## src/rtl/ksa_pkg.sv

```systemverilog
// ksa_pkg: shared helpers and defaults for the pipelined Kogge-Stone adder.
//   ksa_clog2(n)          : ceil(log2(n)), number of prefix levels for n bits
//   ksa_latency(w, s)     : accept-to-output latency in cycles, 1 + ceil(L/s)
//   DEF_WIDTH, DEF_PIPE_STRIDE : default parameter values for ksa_pipe_adder
package ksa_pkg;

   localparam int unsigned DEF_WIDTH       = 16;
   localparam int unsigned DEF_PIPE_STRIDE = 1;

   function automatic int unsigned ksa_clog2(input int unsigned n);
      int unsigned r;
      r = 0;
      while ((64'd1 << r) < 64'(n)) r++;
      return r;
   endfunction

   function automatic int unsigned ksa_latency(input int unsigned width,
                                               input int unsigned stride);
      int unsigned lv;
      lv = ksa_clog2(width);
      return 1 + (lv + stride - 1) / stride;
   endfunction

endpackage

```

## src/rtl/ksa_prefix_cell.sv

```systemverilog
// ksa_prefix_cell: Kogge-Stone black cell, combines (g,p) of position i
// with (g,p) of position i-2^k.
//   gi, pi : generate/propagate of the more significant span
//   gj, pj : generate/propagate of the less significant span
//   go, po : combined generate/propagate
module ksa_prefix_cell
   import ksa_pkg::*;
(
   input  logic gi,
   input  logic pi,
   input  logic gj,
   input  logic pj,
   output logic go,
   output logic po
);

   assign go = gi | (pi & gj);
   assign po = pi & pj;

endmodule

```

## src/rtl/ksa_pipe_adder.sv

```systemverilog
// ksa_pipe_adder: pipelined Kogge-Stone adder/subtractor with valid/ready.
//   clk, rst_n          : clock (rising edge), async active-low reset
//   in_valid / in_ready : operand handshake
//   a, b, cin, sub      : operands; sub=1 computes a-b (cin ignored)
//   out_valid/out_ready : result handshake
//   sum, cout, ovf      : result, carry-out (1 = no borrow on sub), signed overflow
// Latency is 1 + ceil(clog2(WIDTH)/PIPE_STRIDE) cycles; the whole pipe
// advances together (no bubble compression), so results keep input order.
module ksa_pipe_adder
   import ksa_pkg::*;
#(
   parameter int unsigned WIDTH       = DEF_WIDTH,
   parameter int unsigned PIPE_STRIDE = DEF_PIPE_STRIDE
) (
   input  logic             clk,
   input  logic             rst_n,
   input  logic             in_valid,
   output logic             in_ready,
   input  logic [WIDTH-1:0] a,
   input  logic [WIDTH-1:0] b,
   input  logic             cin,
   input  logic             sub,
   output logic             out_valid,
   input  logic             out_ready,
   output logic [WIDTH-1:0] sum,
   output logic             cout,
   output logic             ovf
);

   localparam int unsigned L  = ksa_clog2(WIDTH);
   localparam int unsigned NS = (L + PIPE_STRIDE - 1) / PIPE_STRIDE;

   logic adv;
   assign adv      = !out_valid || out_ready;
   assign in_ready = adv;

   // Stage 0: operand conditioning, carry-in folded into bit-0 generate.
   logic [WIDTH-1:0] g0, p0;
   logic             c0;
   always_comb begin
      logic [WIDTH-1:0] bb;
      bb    = sub ? ~b : b;
      c0    = sub ? 1'b1 : cin;
      p0    = a ^ bb;
      g0    = a & bb;
      g0[0] = g0[0] | (p0[0] & c0);
   end

   // Stage register j feeds prefix levels j*PIPE_STRIDE onward; stage 0
   // captures the conditioned operands, later ones the last level of the
   // previous group. p and c0 ride along for the final sum.
   genvar j, k, i;
   for (j = 0; j < NS; j++) begin : stg
      logic [WIDTH-1:0] g_d, p_d, pp_d, g_q, p_q, pp_q;
      logic             c0_d, v_d, c0_q, v_q;
      if (j == 0) begin : src
         assign g_d  = g0;
         assign p_d  = p0;
         assign pp_d = p0;
         assign c0_d = c0;
         assign v_d  = in_valid;
      end else begin : src
         assign g_d  = lvl[j*PIPE_STRIDE-1].go;
         assign p_d  = lvl[j*PIPE_STRIDE-1].po;
         assign pp_d = stg[j-1].pp_q;
         assign c0_d = stg[j-1].c0_q;
         assign v_d  = stg[j-1].v_q;
      end
      always_ff @(posedge clk or negedge rst_n) begin
         if (!rst_n) begin
            g_q  <= '0;
            p_q  <= '0;
            pp_q <= '0;
            c0_q <= 1'b0;
            v_q  <= 1'b0;
         end else if (adv) begin
            g_q  <= g_d;
            p_q  <= p_d;
            pp_q <= pp_d;
            c0_q <= c0_d;
            v_q  <= v_d;
         end
      end
   end

   // Prefix level k: black cell where i >= 2^k, buffer below.
   for (k = 0; k < L; k++) begin : lvl
      localparam int D = 1 << k;
      logic [WIDTH-1:0] gi, pi, go, po;
      if (k % PIPE_STRIDE == 0) begin : src
         assign gi = stg[k/PIPE_STRIDE].g_q;
         assign pi = stg[k/PIPE_STRIDE].p_q;
      end else begin : src
         assign gi = lvl[k-1].go;
         assign pi = lvl[k-1].po;
      end
      for (i = 0; i < WIDTH; i++) begin : gen_bit
         if (i >= D) begin : black
            ksa_prefix_cell u_cell (
               .gi (gi[i]),
               .pi (pi[i]),
               .gj (gi[i-D]),
               .pj (pi[i-D]),
               .go (go[i]),
               .po (po[i])
            );
         end else begin : grey
            assign go[i] = gi[i];
            assign po[i] = pi[i];
         end
      end
   end

   // Group propagate after the last level has no consumer.
   logic unused_po;
   assign unused_po = ^lvl[L-1].po;

   logic [WIDTH-1:0] fin_g, fin_p, sum_d;
   logic             fin_c0;
   assign fin_g  = lvl[L-1].go;
   assign fin_p  = stg[NS-1].pp_q;
   assign fin_c0 = stg[NS-1].c0_q;
   assign sum_d  = fin_p ^ {fin_g[WIDTH-2:0], fin_c0};

   always_ff @(posedge clk or negedge rst_n) begin
      if (!rst_n) begin
         out_valid <= 1'b0;
         sum       <= '0;
         cout      <= 1'b0;
         ovf       <= 1'b0;
      end else if (adv) begin
         out_valid <= stg[NS-1].v_q;
         sum       <= sum_d;
         cout      <= fin_g[WIDTH-1];
         ovf       <= fin_g[WIDTH-1] ^ fin_g[WIDTH-2];
      end
   end

endmodule
```

## config.mk

```make
export PLATFORM = sky130hd
export DESIGN_NAME = ksa_pipe_adder
export DESIGN_NICKNAME = d
export VERILOG_FILES = /design/src/rtl/ksa_pkg.sv /design/src/rtl/ksa_prefix_cell.sv /design/src/rtl/ksa_pipe_adder.sv
export SDC_FILE = /design/constraint.sdc
export NUM_CORES = 1
export LEC_CHECK = 0
export ABC_AREA = 1
export CELL_PAD_IN_SITES_DETAIL_PLACEMENT = 1
export CELL_PAD_IN_SITES_GLOBAL_PLACEMENT = 1
export CORE_MARGIN = 1.5
export CORE_UTILIZATION = 45
export DETAILED_ROUTE_END_ITERATION = 10
export GPL_TIMING_DRIVEN = 0
export PLACE_DENSITY_LB_ADDON = 0.1
export SLEW_MARGIN = 0
export SYNTH_ARGS = -nofsm -noshare
export SYNTH_HDL_FRONTEND = slang
export SYNTH_SLANG_ARGS = --single-unit
export TNS_END_PERCENT = 30
```

## constraint.sdc

```tcl
create_clock -name clk -period 2 [get_ports clk]
set_input_delay 0.6 -clock clk [delete_from_list [all_inputs] [get_ports clk]]
set_output_delay 0.6 -clock clk [all_outputs]
set_load 0.02 [all_outputs]
```

=== Yosys cells after proc, flatten, opt, wreduce, memory -nomap -nowiden ===
Cells that the tools add are included.

* Register bits after elaboration: 203
* Input port bits: 38
* Word-level logic and storage cells: 173

* Mux-type cells: 2
* Bitwise operators: 146
* Reduce and logical (&&, ||, !) cells: 2

{| class="wikitable"
|+ Operator list
! operator !! count
|-
| $and A1 B1 Y1 || 91
|-
| $or A1 B1 Y1 || 50
|-
| $xor A16 B16 Y16 || 2
|-
| $and A16 B16 Y16 || 1
|-
| $mux W16 || 1
|-
| $not A16 Y16 || 1
|-
| $logic_not A1 Y1 || 1
|-
| $logic_or A1 B1 Y1 || 1
|-
| $mux W1 || 1
|-
| $xor A1 B1 Y1 || 1
|}

=== Depth between registers and ports, before layout ===
Gate-level depths: netlist (run 1).

* Depth after elaboration: 5
* Gate-level depth with buffers: 6
* Gate-level depth less buffers: 6

=== Modules after synthesis ===
From an unflattened synthesis (run 1), not the netlist that was laid out.

* Cells, all modules: 1171
* Area total of the unflattened synthesis: 9061.2 um^2

{| class="wikitable"
|+ Modules (own cells, without submodules)
! module !! times used !! cells each !! area each (um^2) !! seq. area each (um^2)
|-
| ksa_pipe_adder || 1 || 926 || 8141.6 || 5004.8
|-
| ksa_prefix_cell || 49 || 5 || 18.8 || 0.0
|}

=== Worst setup path before layout (run 1) ===
No wires, ideal clock.

* Kind: in2out
* From: in out_ready
* To: out in_ready
* Arrival time: 1072 ps
* Data required time: 1400 ps
* Setup slack: 328 ps
* Cell stages on the path: 4
* Buffers on the path: 2
* Cell sequence: inv_1 > nand2_1 > buf_2 > buf_2

* Word-level cells in the longest chain between the ends: 1

{| class="wikitable"
|+ RTL lines
! element !! RTL line !! RTL
|-
| start, declared || ksa_pipe_adder.sv:24 || <nowiki>input logic out_ready,</nowiki>
|-
| $logic_or A1 B1 Y1 || ksa_pipe_adder.sv:34 || <nowiki>assign adv = !out_valid || out_ready;</nowiki>
|-
| end, declared || ksa_pipe_adder.sv:18 || <nowiki>output logic in_ready,</nowiki>
|}

No other way between the ends.

=== Final worst setup path (run 1) ===
Ends and elaborated chain as after synthesis.

==> results of run 1 <==
-- routing by layer --
metal  global-route usage [%]  vias up  part of all wire (%)
met3                     4.43       28                   2.7
met4                     6.45        0                   1.3
met1                     34.9     3087                    45
met5                        0        -                     0
li1                         -     2872                     -
met2                     46.3      100                    51
-- synth_stat cells (all sizes together) --
cell	number
a21oi	43
buf	36
clkbuf	5
dfrtp	189
ha	16
inv	39
nand2	370
nand3	31
nor2	3
o21ai	87
o22ai	5
o31ai	4
xnor2	9
xor2	16
-- sequential cells by signal, indices dropped and copies added (netlist names), 3 cells and up --
| name | cells |
|---|---|
| stg.v_q | 4 |
| lvl.gi | 64 |
| lvl.pi | 37 |
| sum | 16 |
| stg.c0_q | 3 |
| fin_p | 15 |
| stg.pp_q | 46 |
-- what timing repair did --
action,4_1_cts,5_1_grt
setup endpoints to repair,12,8
resized for setup,19,8
buffers inserted,1,0
-- report_power, final --
| group | switching (W) | leakage, nW | internal [W] | total, W |
|---|---|---|---|---|
| clock network | 0.00148 | 0.289 | 0.00203 | 0.00350 |
| registers | 0.00118 | 2.38 | 0.00537 | 0.00655 |
| logic | 0.00267 | 2.04 | 0.00148 | 0.00415 |
-- per-stage QoR --
stage | std cells | hold slack (ns) | total power [W]
floorplan | 853 | 0.304 | 0.00881
global placement | 1129 | 0.439 | 0.0105
detailed placement | 1130 | 0.461 | 0.0108
CTS | 1162 | 0.131 | 0.0143
global route | 1162 | 0.147 | 0.0151
finish | 1162 | 0.107 | 0.0142
-- area by class of cell --
type / count / area share [%]
buffer: 40 / 2.44
clock buffer: 21 / 4.96
clock inverter: 11 / 1.52
inverter: 39 / 1.58
multi-input combinational: 584 / 29.0
sequential: 189 / 51.0
tap: 220 / 2.97
timing repair buffer: 58 / 6.48
-- worst reg2reg max path, delay by kind of cell, from the launching register on --
| kind | cells | cell delay [ns] |
|---|---|---|
| buf+inv | 3 | 0.69 |
| compound gates | 1 | 0.12 |
| simple gates | 2 | 0.32 |
| flops | 1 | 0.39 |
-- cells in the final DEF (no fill, tap or decap), drive strengths merged, types with 8 or more instances in the layout --
cell	instances
clkbuf	26
a21oi	43
clkdlybuf4s50	34
inv	39
nand3	31
o21ai	87
xor2	16
dfrtp	189
dlygate4sd2	12
xnor2	9
ha	16
buf	39
dlymetal6s2s	8
nand2	370
-- worst paths after layout --
kind,cells after the start,end,slack (ns),startpoint
worst min-delay path,1,sum[4],0.11,rst_n
worst max register to register,6,fin_p[15],0.41,out_valid
max in group asynchronous,2,lvl[1].gi[12],0.86,rst_n
worst max-delay path,5,in_ready,0.08,out_ready
min in group clk,2,stg[2].pp_q[15],0.47,stg[2].pp_q[15]
worst min register to register,2,stg[2].pp_q[15],0.47,stg[2].pp_q[15]
-- cell families after synthesis --
logic type | after synthesis | share of synthesized area [%]
simple gates | 404 | 20.1
compound gates | 139 | 9.14
flops | 189 | 60.7
buf+inv | 80 | 4.72
fa+ha+maj | 16 | 2.57
xor+xnor | 25 | 2.81
==> metrics.txt, run 1 <==
status finished clean; period utilization 96.0%; Final Max Slew Viols 0; final setup fails 0; synthesis-stage register bit count 189; routed wire length 22200 µm; final worst slack 0.0801 ns; Layout Utilization 55.3%; Synthesis Warnings 0; core footprint 16800 µm²; CP max stage delay 0.27 ns; Yosys top cell by area dfrtp_1; Reg area 4730 µm²; HP Class in -> async; top cell type's share of synthesized area 60.7%; IO Pins 58; largest net degree at the start of global routing 123; Worst-Margin Slew 0.704 ns; Synth Cell Area 7790 µm²; CTS tree yes; max_cap viols 0; vias in the first global route 6518; Power Density 1530 nW/µm²; Pleak 4.70 nW; Via density 5.24; clock latency at the later pin of the worst-skew pair 0.44 ns; Max Freq 0.521 GHz; crit path max fanout 3; Longest Clk Path Bufs 2; CTS root buf clkbuf_16; 1st-iter DRT viols 476; Hold Buf Count CTS 0; Final #Nets 983; Yosys cell types 16; Clock transition at path regs 0.06 ns; largest cells by area after synthesis dfrtp_1 (61%), nand2_1 (18%), o21ai_0 (5.6%); cells along the critical path dlygate4sd2_1 > inv_1 > nand2_1 > buf_8 > buf_2; area grow syn2layout 19.0%; fillers 1956; die area 18100 µm²; DR vias 6087; first-pass GRT wire length 36100 µm; wire per inst 19.1 µm; Worst Path Required 1.40 ns; CP delay by family, top buffers and inverters; syn_area_per_cell 9.13 µm²; sequential-to-total area share from yosys stat 60.7%; PortBufs 56; cts bufs inserted 17; Post-Synthesis Cells 853; Final ANT Viol Nets 0; crit start category input pin; RSZ-0062 raised after global routing no; final setup TNS 0 ns; Max-slew headroom 53.0%; initial cell density of the core 46.5%; Layout Skew 0.00634 ns; Mapped Nets 907; CTS Sinks 189; dpl cell area 8660 µm²; CP Capture Type output port; htree depth 4; GPL Wtd Cong 0.867; Final Hold Fails 0; Multi-input gate area 2690 µm²; GR Util All Layers 26.6%; Rows 47; Die H 135 µm; post-layout min period 1.92 ns; Initial DRT Pass Iterations 5; critical path class in -> out; Worst EP arrival 1.32 ns; number of remaining DRC errors 0; initial antenna violation count 0; peak supply drop 0.841 mV; Antenna Cells 0; Die Width 135 µm; share of cells above drive strength 1 7.43%; global route total overflow 0; dpl ws -1.01 ns; slowest CP cell dlygate4sd2_1; Worst Path Buf+Inv 4; hpwl dp 15700 µm; post-route cell area 9270 µm²
No activity file was read; power rests on OpenSTA's default activity.
==> inputs of run 2 (changes only) <==
Settings changed: CORE_UTILIZATION 45 to 48.
==> run 2 against run 1 <==
Net effect: clock skew is 0.0068 ns higher; register-to-register slack gained 0.04 ns; utilization increased by 3.2 points; critical endpoint unchanged; largest power group unchanged.
==> metrics.txt, run 2 (synthesis results as in run 1) <==
status finished clean; initial antenna violation count 0; global route total overflow 0; first-pass GRT wire length 35600 µm; Clock transition at path regs 0.07 ns; Initial DRT Pass Iterations 5; htree depth 4; Worst Path Required 1.40 ns; CTS Sinks 189; WHS 0.124 ns; vias in the first global route 6513; Final Hold Fails 0; die area 17000 µm²; routed wire length 22300 µm; CTS root buf clkbuf_16; number of remaining DRC errors 0; R2R setup slack 0.45 ns; share of cells above drive strength 1 7.45%; DR vias 6119; Worst EP arrival 1.33 ns; Switching Share 36.8%; Worst-Margin Slew 0.597 ns; post-route cell area 9310 µm²; fillers 1851; max_cap viols 0; period utilization 96.4%; cts bufs inserted 17; Max-slew headroom 60.2%; final setup TNS 0 ns; Die Width 130 µm; critical path class in -> out; initial cell density of the core 49.0%; Final Max Slew Viols 0; area grow syn2layout 19.4%; HP Class in -> async; IO Pins 58; max FFs per register 64; crit start category input pin; largest net degree at the start of global routing 121; Rows 46; PortBufs 56; dpl cell area 8650 µm²; sequential share of power 45.7%; Antenna Cells 0; wire per inst 19.3 µm; peak supply drop 0.795 mV; Final #Nets 983; RSZ-0062 raised after global routing no; clock network power share 25.1%; final setup fails 0; crit path max fanout 3; hpwl dp 15700 µm; CTS tree yes; most frequent cells in the layout nand2_1 (369), dfrtp_1 (189), o21ai_0 (87); Power Density 1540 nW/µm²; Layout Skew 0.0131 ns; GR Util All Layers 28.4%; core footprint 15900 µm²; 1st-iter DRT viols 438; commonest non-fill, non-tap cell in the layout nand2_1; Pleak 4.74 nW; Die H 130 µm; clock latency at the later pin of the worst-skew pair 0.44 ns; GPL Wtd Cong 0.892; combinational share of power 29.2%; Longest Clk Path Bufs 2; Internal 0.00906 W; Final ANT Viol Nets 0; switching pwr 0.00528 W; Via density 5.29; Max Freq 0.519 GHz; CP Capture Type output port; post-layout min period 1.93 ns
## run 2: power by group through the flow
stage          clock network, W  logic [W]  registers [W]
4_1_cts                 0.00364    0.00424        0.00654
5_1_grt                 0.00378    0.00472        0.00672
2_1_floorplan                 0    0.00238        0.00643
6_report                0.00361    0.00419        0.00655
3_5_place_dp                  0    0.00420        0.00658
3_3_place_gp                  0    0.00400        0.00650
## run 2: worst max-delay path, stage by stage
cell             delay [ns]
clkdlybuf4s15_2        0.22
inv_1                  0.08
nand2_2                0.07
buf_6                  0.12
clkdlybuf4s15_2        0.24
## run 2: final cells by class
| class | instances | area (µm²) | share of cell area (%) |
|---|---|---|---|
| plain buffers | 40 | 223 | 2.39 |
| inverters | 39 | 146 | 1.57 |
| flip-flops and latches | 189 | 4730 | 50.8 |
| multi-input cells | 584 | 2700 | 29.0 |
| clock buffers | 23 | 488 | 5.24 |
| well taps | 216 | 270 | 2.90 |
| repair buffers | 58 | 617 | 6.63 |
| clock inverters | 7 | 135 | 1.45 |
## run 2: final timing paths
path,startpoint,end,cells past startpoint
worst max-delay path,out_ready,in_ready,5
worst min-delay path,rst_n,lvl[1].pi[2],1
worst max register to register,out_valid,fin_p[15],6
worst min register to register,stg[3].v_q,out_valid,2
max in group asynchronous,rst_n,lvl[0].gi[13],2
min in group clk,stg[3].v_q,out_valid,2
## run 2: routing by layer
metal | part of all wire [%] | track usage [%]
met1 | 44 | 36.1
met2 | 51 | 49.0
met3 | 3.8 | 5.17
met4 | 2.0 | 10.1
met5 | 0 | 0
## run 2: metrics by stage
step,power (W),instances,utilization [%],setup WS [ns]
after floorplan,0.00881,853,-,0.328
after global placement,0.0105,1125,54.3,-7.26
after detailed placement,0.0108,1126,54.5,-1.03
after CTS,0.0144,1156,58.4,0.00598
after global routing,0.0152,1156,58.6,0.0347
final,0.0143,1156,58.6,0.0725
## run 2: timing repair
| action | 4_1_cts | 5_1_grt |
|---|---|---|
| hold buffers | 0 | 0 |
| endpoints found under the setup margin | 10 | 11 |
| gates resized for setup | 17 | 11 |
| setup buffers | 1 | 0 |
